`src/rtl/fifo_pll_serializer.sv`:
```
// -----------------------------------------------------------------------------
// fifo_pll_serializer
//
// Drain stage for the PLL sample FIFO. It pops one word at a time and shifts it
// out serially at a programmable bit rate. A frame marker covers the first bit
// of every word, and a fixed idle gap follows each word.
//
// Parameters
//   WIDTH      word width (FIFO data width)
//   DIV_WIDTH  width of clk_div; one bit period is clk_div+1 clk cycles
//   GAP_BITS   idle bit periods after each word (>= 1)
//   MSB_FIRST  1: MSB shifted first, 0: LSB shifted first
//
// Ports
//   clk           clock
//   rst           asynchronous, active-low reset
//   enable        allows new words to be fetched
//   clk_div       bit-period divider; sampled only when a word is loaded
//   fifo_empty    FIFO empty flag
//   fifo_rd_data  FIFO read data; valid the cycle after fifo_rd_en
//   fifo_rd_en    one-cycle pop request (registered)
//   ser_data      serial data; idles at 1
//   ser_strobe    pulse on the first cycle of every data bit
//   frame_sync    high for the whole first bit period of each word
//   busy          high whenever the engine is not idle
//   underrun_cnt  saturating count of words that were wanted but not available
// -----------------------------------------------------------------------------
module fifo_pll_serializer #(
  parameter int WIDTH     = 16,
  parameter int DIV_WIDTH = 8,
  parameter int GAP_BITS  = 2,
  parameter int MSB_FIRST = 1
) (
  input  logic                 clk,
  input  logic                 rst,
  input  logic                 enable,
  input  logic [DIV_WIDTH-1:0] clk_div,
  input  logic                 fifo_empty,
  input  logic [WIDTH-1:0]     fifo_rd_data,
  output logic                 fifo_rd_en,
  output logic                 ser_data,
  output logic                 ser_strobe,
  output logic                 frame_sync,
  output logic                 busy,
  output logic [15:0]          underrun_cnt
);

  localparam int BW = (WIDTH > 1) ? $clog2(WIDTH) : 1;
  localparam int GW = (GAP_BITS > 1) ? $clog2(GAP_BITS) : 1;
  localparam logic [BW-1:0] LAST_BIT = BW'(WIDTH - 1);
  localparam logic [GW-1:0] LAST_GAP = GW'(GAP_BITS - 1);
  localparam bit MSBF = (MSB_FIRST != 0);

  typedef enum logic [2:0] {
    ST_IDLE  = 3'd0,
    ST_REQ   = 3'd1,
    ST_WAIT  = 3'd2,
    ST_SHIFT = 3'd3,
    ST_GAP   = 3'd4
  } state_t;

  state_t               state, state_n;
  logic [WIDTH-1:0]     shreg, shreg_n, shreg_adv;
  logic [DIV_WIDTH-1:0] div_q, div_q_n;
  logic [DIV_WIDTH-1:0] div_cnt, div_cnt_n;
  logic [BW-1:0]        bit_cnt, bit_cnt_n;
  logic [GW-1:0]        gap_cnt, gap_cnt_n;
  logic                 rd_en_n, ser_n, strobe_n, frame_n, busy_n;
  logic [15:0]          cnt_n;
  logic                 can_fetch;
  logic                 period_end;

  // Every output is a flop loaded from the next-state logic, so the visible
  // value in a cycle always belongs to the state occupied in that cycle.
  always_comb begin
    state_n    = state;
    shreg_n    = shreg;
    div_q_n    = div_q;
    div_cnt_n  = div_cnt;
    bit_cnt_n  = bit_cnt;
    gap_cnt_n  = gap_cnt;
    rd_en_n    = 1'b0;
    ser_n      = ser_data;
    strobe_n   = 1'b0;
    frame_n    = frame_sync;
    cnt_n      = underrun_cnt;
    can_fetch  = enable && !fifo_empty;
    period_end = (div_cnt == div_q);
    shreg_adv  = MSBF ? (shreg << 1) : (shreg >> 1);

    unique case (state)
      ST_IDLE: begin
        ser_n   = 1'b1;
        frame_n = 1'b0;
        if (can_fetch) begin
          state_n = ST_REQ;
          rd_en_n = 1'b1;
        end
      end

      ST_REQ: begin
        state_n = ST_WAIT;
      end

      ST_WAIT: begin
        // Read data is valid now; the first bit goes out on the next cycle.
        shreg_n   = fifo_rd_data;
        div_q_n   = clk_div;
        div_cnt_n = '0;
        bit_cnt_n = LAST_BIT;
        ser_n     = MSBF ? fifo_rd_data[WIDTH-1] : fifo_rd_data[0];
        strobe_n  = 1'b1;
        frame_n   = 1'b1;
        state_n   = ST_SHIFT;
      end

      ST_SHIFT: begin
        if (period_end) begin
          div_cnt_n = '0;
          frame_n   = 1'b0;
          if (bit_cnt == '0) begin
            state_n   = ST_GAP;
            ser_n     = 1'b1;
            gap_cnt_n = LAST_GAP;
          end else begin
            bit_cnt_n = bit_cnt - BW'(1);
            shreg_n   = shreg_adv;
            ser_n     = MSBF ? shreg_adv[WIDTH-1] : shreg_adv[0];
            strobe_n  = 1'b1;
          end
        end else begin
          div_cnt_n = div_cnt + DIV_WIDTH'(1);
        end
      end

      ST_GAP: begin
        if (period_end) begin
          div_cnt_n = '0;
          if (gap_cnt == '0) begin
            if (can_fetch) begin
              state_n = ST_REQ;
              rd_en_n = 1'b1;
            end else begin
              state_n = ST_IDLE;
              // Only a starved-but-enabled link counts as an underrun.
              if (enable && underrun_cnt != 16'hFFFF)
                cnt_n = underrun_cnt + 16'd1;
            end
          end else begin
            gap_cnt_n = gap_cnt - GW'(1);
          end
        end else begin
          div_cnt_n = div_cnt + DIV_WIDTH'(1);
        end
      end

      default: begin
        state_n = ST_IDLE;
        ser_n   = 1'b1;
        frame_n = 1'b0;
      end
    endcase

    busy_n = (state_n != ST_IDLE);
  end

  always_ff @(posedge clk or negedge rst) begin
    if (!rst) begin
      state        <= ST_IDLE;
      shreg        <= '0;
      div_q        <= '0;
      div_cnt      <= '0;
      bit_cnt      <= '0;
      gap_cnt      <= '0;
      fifo_rd_en   <= 1'b0;
      ser_data     <= 1'b1;
      ser_strobe   <= 1'b0;
      frame_sync   <= 1'b0;
      busy         <= 1'b0;
      underrun_cnt <= '0;
    end else begin
      state        <= state_n;
      shreg        <= shreg_n;
      div_q        <= div_q_n;
      div_cnt      <= div_cnt_n;
      bit_cnt      <= bit_cnt_n;
      gap_cnt      <= gap_cnt_n;
      fifo_rd_en   <= rd_en_n;
      ser_data     <= ser_n;
      ser_strobe   <= strobe_n;
      frame_sync   <= frame_n;
      busy         <= busy_n;
      underrun_cnt <= cnt_n;
    end
  end

endmodule

```
`config.mk`:
```
export PLATFORM = sky130hd
export DESIGN_NAME = fifo_pll_serializer
export DESIGN_NICKNAME = d
export VERILOG_FILES = /design/src/rtl/fifo_pll_serializer.sv
export SDC_FILE = /design/constraint.sdc
export NUM_CORES = 1
export LEC_CHECK = 0
export ABC_AREA = 0
export BUFFER_PORTS_ARGS = -buffer_cell sky130_fd_sc_hd__buf_2
export CAP_MARGIN = 20
export CORE_MARGIN = 2
export CORE_UTILIZATION = 54
export DETAILED_ROUTE_END_ITERATION = 10
export GPL_TIMING_DRIVEN = 1
export PLACE_DENSITY = 0.76
export SLEW_MARGIN = 20
export SYNTH_ARGS = -nofsm -noshare
export SYNTH_HDL_FRONTEND = slang
export SYNTH_SLANG_ARGS = --single-unit
```
`constraint.sdc`:
```
create_clock -name clk -period 2.6 [get_ports clk]
set_input_delay 0.78 -clock clk [delete_from_list [all_inputs] [get_ports clk]]
set_output_delay 0.78 -clock clk [all_outputs]
set_load 0.005 [all_outputs]
```
Yosys cells after proc, flatten, opt, wreduce, memory -nomap -nowiden
Cells that the tools add are included.

Register bits after elaboration: 60. Logic and storage cells: 76.

Add/subtract/negate cells: 4. Equality and inequality tests: 10. Multiplexer cells: 32. Bitwise gates (word level): 3. Reductions and logical operators: 15.

Operators with widths (number): $mux 15 (2); $pmux 15 s2 (1); $add 16x1->16 const B (1); $ne 16x16->1 const B (1); $pmux 8 s2 (1); $mux 3 (5); $pmux 3 s5 (1); $mux 1 (13); $add 8x1->8 const B (1); $eq 8x8->1 (1); $mux 4 (2); $mux 8 (1); $ne 2x2->1 const B (4); $pmux 4 s2 (1); $eq 3x2->1 const B (2); $pmux 1 s2 (3); $pmux 1 s3 (2); $reduce_bool 2->1 (3); $reduce_and 5->1 (1); $logic_not 4->1 (1); $reduce_and 4->1 (1); $reduce_or 2->1 (2); $sub 4x1->4 const B (1); $eq 3x1->1 const B (1); 9 further kinds (12).

Depth between registers and ports, before layout
Gate-level depths: netlist of the first run.

Word-level depth: 7. Depth in mapped cells: 8. Mapped depth without buffers: 6.

Least setup slack after synthesis of the first run
No wires, ideal clock.

Kind: flip-flop to flip-flop. From: register div_cnt[3]. To: register underrun_cnt[14]. Setup time: 128 ps. Arrival: 1812 ps. Required time: 2472 ps. Path slack: 661 ps. Stages on the path, launching flop included: 7. Path buffers: 1. Period minus slack after synthesis: 1939 ps. Path through: dfrtp_1 -> buf_6 -> xor2_2 -> nor4_4 -> nand3_4 -> nor4_2 -> mux2_1.

Word-level cells in the longest chain between the ends: 2.

RTL lines: start: declaration (line 65) `logic [DIV_WIDTH-1:0] div_cnt, div_cnt_n;`; start signal: assignment (line 185) `div_cnt <= div_cnt_n;`; $eq 8x8->1 (line 88) `period_end = (div_cnt == div_q);`; $reduce_and 5->1 (no source line); end signal: assignment (line 193) `underrun_cnt <= cnt_n;`; end: declaration (line 45) `output logic [15:0] underrun_cnt`.

No other way between the ends. A chain may end at the register's enable or synchronous reset.

Worst setup path in the final report of the first run
From: register div_cnt[3]. To: register state[2].

Word-level cells in the longest chain between the ends: 3. Elaborated cells between the ends (all ways): 4. Classes of those cells: eq/ne: 1; mux: 3.

RTL lines: $eq 8x8->1 * (line 88); $mux 3 (on tied branches) (line 137, 118); $pmux 3 s5 * (line 91) `unique case (state)`; named net state_n[2] (line 62) `state_t state, state_n;`; end signal: assignment (line 182) `state <= state_n;`; end: declaration (line 62).

Mark *: on every way through the listed nets, which the timed path passes. The rest lies on a longest branch.

==> results of run 1 <==
metrics by stage:
step,power (W),area [sq um],cells,setup slack (ps)
6_report,0.003067,3786,428,390.2
3_3_place_gp,0.001925,3517,412,522.2
4_1_cts,0.003082,3786,428,421.2
5_1_grt,0.003228,3786,428,195.5
3_5_place_dp,0.001969,3517,412,427.5
2_1_floorplan,0.001807,3192,295,660.7
final cells by class:
class | instances | area (sq um)
multi-input combinational | 210 | 1559
sequential | 60 | 1503
timing repair buffer | 58 | 327.8
clock buffer | 13 | 178.9
clock inverter | 3 | 90.09
fill | 487 | 2029
tap | 75 | 93.84
inverter | 9 | 33.78
final timing paths:
kind,from,end,slack (ps),depth (start not counted)
min reg2reg,underrun_cnt[13],underrun_cnt[13],510,1
min in group clk,underrun_cnt[13],underrun_cnt[13],510,1
max reg2reg,div_cnt[3],state[2],390,5
min,rst,shreg[9],410,1
max in group asynchronous,rst,ser_data,1550,2
max,div_cnt[3],state[2],390,5
cells by family (layout without fill, tap and decap cells):
| family | after synthesis | in the layout |
|---|---|---|
| buffers and inverters | 25 | 83 |
| XOR/XNOR | 22 | 22 |
| adder cells (fa/ha/maj) | 3 | 3 |
| AO/OA/AOI/OAI | 66 | 66 |
| AND/OR/NAND/NOR | 109 | 109 |
| flip-flops | 60 | 60 |
| multiplexers | 10 | 10 |
flip-flops by register name, indices dropped and copies added, names as in the netlist:
signal        count
div_cnt           8
bit_cnt           4
frame_sync        1
ser_data          1
fifo_rd_en        1
div_q             8
busy              1
state             3
underrun_cnt     16
shreg            15
ser_strobe        1
gap_cnt           1
critical path, cell delays in order (launching register included):
cell and delay [ps]:
dfrtp_1 480, xor2_2 200, nor4_4 480, nand2_1 410
o21ai_0 370, o21ai_0 140
power by group through the flow:
stage	registers (W)	clock network, W	logic, W
final	0.00134	0.00111	0.000624
after global routing	0.00136	0.00117	0.000696
after CTS	0.00133	0.00112	0.000626
after detailed placement	0.00135	0	0.000623
after global placement	0.00134	0	0.000586
after floorplan	0.00126	0	0.000546
routing by layer:
| metal | part of all wire | vias up | GRT usage |
|---|---|---|---|
| li1 | - | 1209 | - |
| met1 | 0.43 | 1248 | 0.3161 |
| met2 | 0.49 | 85 | 0.3727 |
| met3 | 0.056 | 14 | 0.05000 |
| met4 | 0.020 | 0 | 0.09661 |
| met5 | 0 | - | 0 |
cells in the final DEF (no fill, tap or decap), drive strengths merged, types with 2 or more instances in the layout:
cell type   n
xnor2       2
a21oi       9
or3        16
clkbuf     13
a22oi       2
o2bb2ai     2
a311oi      3
o221a      15
nor2b       4
and3        4
nand2      13
o21ai      15
a22o        5
a31oi       2
o22ai       4
xor2       20
nand3      16
nand4       4
nor4        9
nor2       15
mux2       10
o221ai      2
nor3b       5
nand2b      3
nor3       13
inv         9
bufinv      3
dfrtp      59
buf        58
ha          3
==> summary.txt, run 1 <==
Status
  – Outcome: finished clean

Logic synthesis
  – Largest family of logic cells by synthesized area: simple AND/OR/NAND/NOR gates
  – Synth Cell Area: 3192 sq um
  – Post-synthesis adder-cell area fraction: 0.01176
  – Synth top area cells: dfrtp_1, xor2_1, o221a_1
  – Sequential share of the synthesized area: 0.4708
  – Ys flop type: dfrtp_1
  – Top-count cell post-synth: dfrtp_1
  – Synth cell types: 57
  – Post-Synth Simple-Gate Area: 0.2172
  – Synth async-reset ratio: 1.000
  – Syn_area_per_cell: approximately 11 sq um
  – Post-synth top area cell: dfrtp_1
  – Cells after synthesis: slightly below 300
  – Syn_nets: approximately 330
  – Number of flops mapped to enable cells by yosys: 0
  – Proportion of synthesized area in mux cells: 0.03528
  – Top cell type's share of synthesized area: 0.4626
  – Compound-cell area share of the yosys netlist: 0.1615
  – Post-Synth XOR/XNOR Area: 0.06272
  – Post-synth top cells: dfrtp_1, xor2_1, or3_1
  – FF+latch count, synth: 60
  – Total number of yosys warnings: 0

Finish
  – Fin util: 0.6510
  – Final nets: between 300 and 400
  – # diodes: 0
  – Area grow syn2layout: 18.62%
  – Share of cells above drive strength 1: 0.3059

Power and ir drop
  – Clock power share: 0.360
  – Sw Share: 0.2759
  – Sequential share of power: 0.436
  – Pwr per Cell Area: approximately 810 nW/um^2
  – Peak supply drop: 495.5 uV
  – Comb power frac: 0.203
  – Power Internal: 0.002221 W
  – Static leakage: 1.694 nW
  – NetSw: 0.0008464 W

Route
  – Drt wl/cell: around 17 um
  – Vias per inst: between 5 and 6
  – 1st-iter DRT viols: about 200
  – TritonRoute pass-1 iters: 5
  – Remaining DRCs: 0
  – Vias: about 2600
  – ANT nets after route: 0
  – Post-Route WL: 7.118 mm

GRT
  – All-Layer GR Usage: 0.2358
  – Largest net degree at the start of global routing: 40
  – Number of global-route vias before repair: 2454
  – Gr ovfl total: 0
  – Antenna violations before repair: 0
  – First-pass GRT wire length: between 10 and 15 mm

Critical path
  – Crit Path Max Fanout: 13
  – Crit Path Category: reg -> reg
  – Worst EP required: 2800 ps
  – CP Launch Type: register
  – Critical Path Sink Type: register
  – CP arrival: 2410 ps

Placement
  – Final Wtd Congestion: ~0.9
  – Detail Placement HPWL: 4.898 mm
  – Port Buffers: 48

Timing
  – Actual slew at the worst max-slew pin: 542.4 ps
  – Setup violators final: 0
  – RSZ-0062 raised after global routing: no
  – Period utilization: 0.8499
  – Setup TNS: 0 ps
  – Fin Hold WS: ~410 ps
  – Final Max Tran Viols: 0
  – Setup Skew: 7.959 ps
  – Worst slew margin: 0.6376
  – Hold Fails Final Rpt: 0
  – Max Clk Rate: 0.4525 GHz
  – Tmin final: 2210 ps

Clocking
  – CTS tree: built
  – Worst-path clk slew: 70 ps
  – Max Root-Sink Buffers: 2
  – Clk sink count: 60
  – Post_cts resized: 0
  – # H-tree levels: 3
  – Clk Latency, worst-skew pair: 330 ps
  – CTS Hold Bufs: 0
  – Num CTS Buffers: 9
  – Post-CTS Setup Inserts: 0
  – Clock root buffer: clkbuf_8

Floorplan
  – FP Rows: 28
  – Core ar.: 5816 sq um
  – Die X: between 80 and 90 um
  – Starting Density: 0.5488
  – Die span in y: 80.88 um
  – IO Pins: 49
  – Area of the die: 6542 sq um

Min path
  – Worst Hold Class: in -> async

Flow run
  – Max Cap Viol: 0
Note: power is estimated with default switching activity, not from simulation.
==> run 2, diff against run 1 <==
- clock period: 2.6 -> 2.26 ns (I/O delays scaled with it)
==> run 2 against run 1 <==
  * Core utilization rose by 0.67 points
  * Global-route usage shrank 0.49 points
  * Routed wire length shrank 2.6%
  * Clock power grew 9%
  * Register-to-register slack got worse by 210 ps
  * Clock-buffer cell count is 1 lower
  * Critical path type unchanged
==> summary.txt, run 2 (synthesis gave the netlist of run 1 again) <==
Clocking
  – Post_cts resized: 0
  – CTS tree: built
  – Clk Latency, worst-skew pair: 340 ps
  – Clock root buffer: clkbuf_8
  – Clk sink count: 60
  – Max Root-Sink Buffers: 2
  – Worst-path clk slew: 70 ps
  – # H-tree levels: 3
  – Num CTS Buffers: 9

Timing
  – Actual slew at the worst max-slew pin: 464.9 ps
  – Setup violators final: 0
  – RSZ-0062 raised after global routing: yes
  – Max Clk Rate: just under 0.5 GHz
  – Worst Slack Setup Final: 180.6 ps
  – Period utilization: 0.9201
  – Final Max Tran Viols: 0
  – Worst slew margin: 0.6889
  – Hold Fails Final Rpt: 0
  – Setup Skew: 5.285 ps
  – Tmin final: 2079 ps

Finish
  – Post-route cell area: 3825 sq um
  – Most common cell after layout, fill and taps aside: dfrtp_1
  – Max reg flops: 16
  – Area grow syn2layout: 19.84%
  – # diodes: 0
  – Post-Layout Cell Count: 434
  – Final nets: between 300 and 400
  – Top reg by flops: underrun_cnt
  – Share of cells above drive strength 1: 0.3148
  – Top flop regs: underrun_cnt (16), shreg (15)
  – Most frequent cells in the layout: dfrtp_1, buf_2, xor2_1, or3_1

Flow run
  – Max Cap Viol: 0

Critical path
  – Critical Path Sink Type: register
  – CP Launch Type: register
  – Crit Path Max Fanout: 15
  – CP arrival: 2300 ps
  – Worst EP required: about 2500 ps
  – Crit Path Category: reg -> reg

Floorplan
  – IO Pins: 49
  – Starting Density: 0.5488
  – Area of the die: between 6000 and 7000 sq um
  – Die X: roughly 81 um
  – FP Rows: 28
  – Die span in y: around 81 um
  – Core ar.: 5816 sq um

Route
  – Vias: around 2600
  – ANT nets after route: 0
  – Remaining DRCs: 0
  – TritonRoute pass-1 iters: 4
  – 1st-iter DRT viols: 159
  – Drt wl/cell: 15.97 um
  – Vias per inst: 5.880
  – Post-Route WL: 6.932 mm

Power and ir drop
  – Static leakage: between 1.5 and 2 nW
  – Pwr per Cell Area: a little over 900 nW/um^2
  – Peak supply drop: 581.6 uV

Placement
  – Detail Placement HPWL: 4.788 mm
  – Pre-CTS WS: between 100 and 150 ps
  – Area after DPL: 3555 sq um
  – Final Wtd Congestion: 0.9256
  – Placed cell count: between 400 and 500
  – Port Buffers: 48

GRT
  – Gr ovfl total: 0
  – First-pass GRT wire length: between 10 and 15 mm
  – Largest net degree at the start of global routing: 61
  – Number of global-route vias before repair: 2446
  – Antenna violations before repair: 0
  – All-Layer GR Usage: 0.2309

Min path
  – Worst Hold Class: in -> async

Status
  – Outcome: finished clean
-- run 2: critical path, cell delays in order (launching register included) --
cell and delay, ps:
dfrtp_1 470, xor2_2 200, nor4_4 470, and2_1 320, nand3_4 210, o221a_1 290
-- run 2: path summary, 6_finish.rpt --
check                            startpoint          endpoint  slack (ps)  cells after the start
max                              div_cnt[3]         shreg[11]         180                      5
min                                     rst          shreg[5]         330                      2
max reg2reg                      div_cnt[3]         shreg[11]         180                      5
min reg2reg                underrun_cnt[15]  underrun_cnt[15]         500                      1
max in group asynchronous               rst          ser_data        1630                      2
min in group clk           underrun_cnt[15]  underrun_cnt[15]         500                      1
-- run 2: per-layer routing --
layer / part of all wire / vias up / global-route usage
met3: 0.058 / 10 / 0.04667
met2: 0.49 / 72 / 0.3810
li1: - / 1218 / -
met5: 0 / - / 0
met1: 0.44 / 1252 / 0.2982
met4: 0.015 / 0 / 0.09322
-- run 2: layout make-up --
cell class	count	area, sq um
clock buffer	12	155.1
clock inverter	4	95.09
fill	483	1991
inverter	9	33.78
multi-input combinational	210	1559
sequential	60	1503
tap	75	93.84
timing repair buffer	64	385.4
-- run 2: power by group --
part | internal, W | total, W | switching [W]
registers | 0.00131 | 0.00152 | 0.000210
clock network | 0.000792 | 0.00121 | 0.000419
logic | 0.000404 | 0.000734 | 0.000330
-- run 2: metrics by stage --
stage,hold slack [ps],total power (W),TNS [ps],utilization
finish,333.2,0.003466,0,0.6577
global route,364.0,0.003630,-4.872,0.6577
CTS,337.8,0.003486,0,0.6543
detailed placement,499.1,0.002265,0,0.6112
global placement,496.5,0.002227,0,0.6112
floorplan,382.4,0.002078,0,-
-- run 2: repair_timing --
item,in CTS,in global routing
setup endpoints to repair,0,12
buffers inserted,0,1
hold buffers,0,0
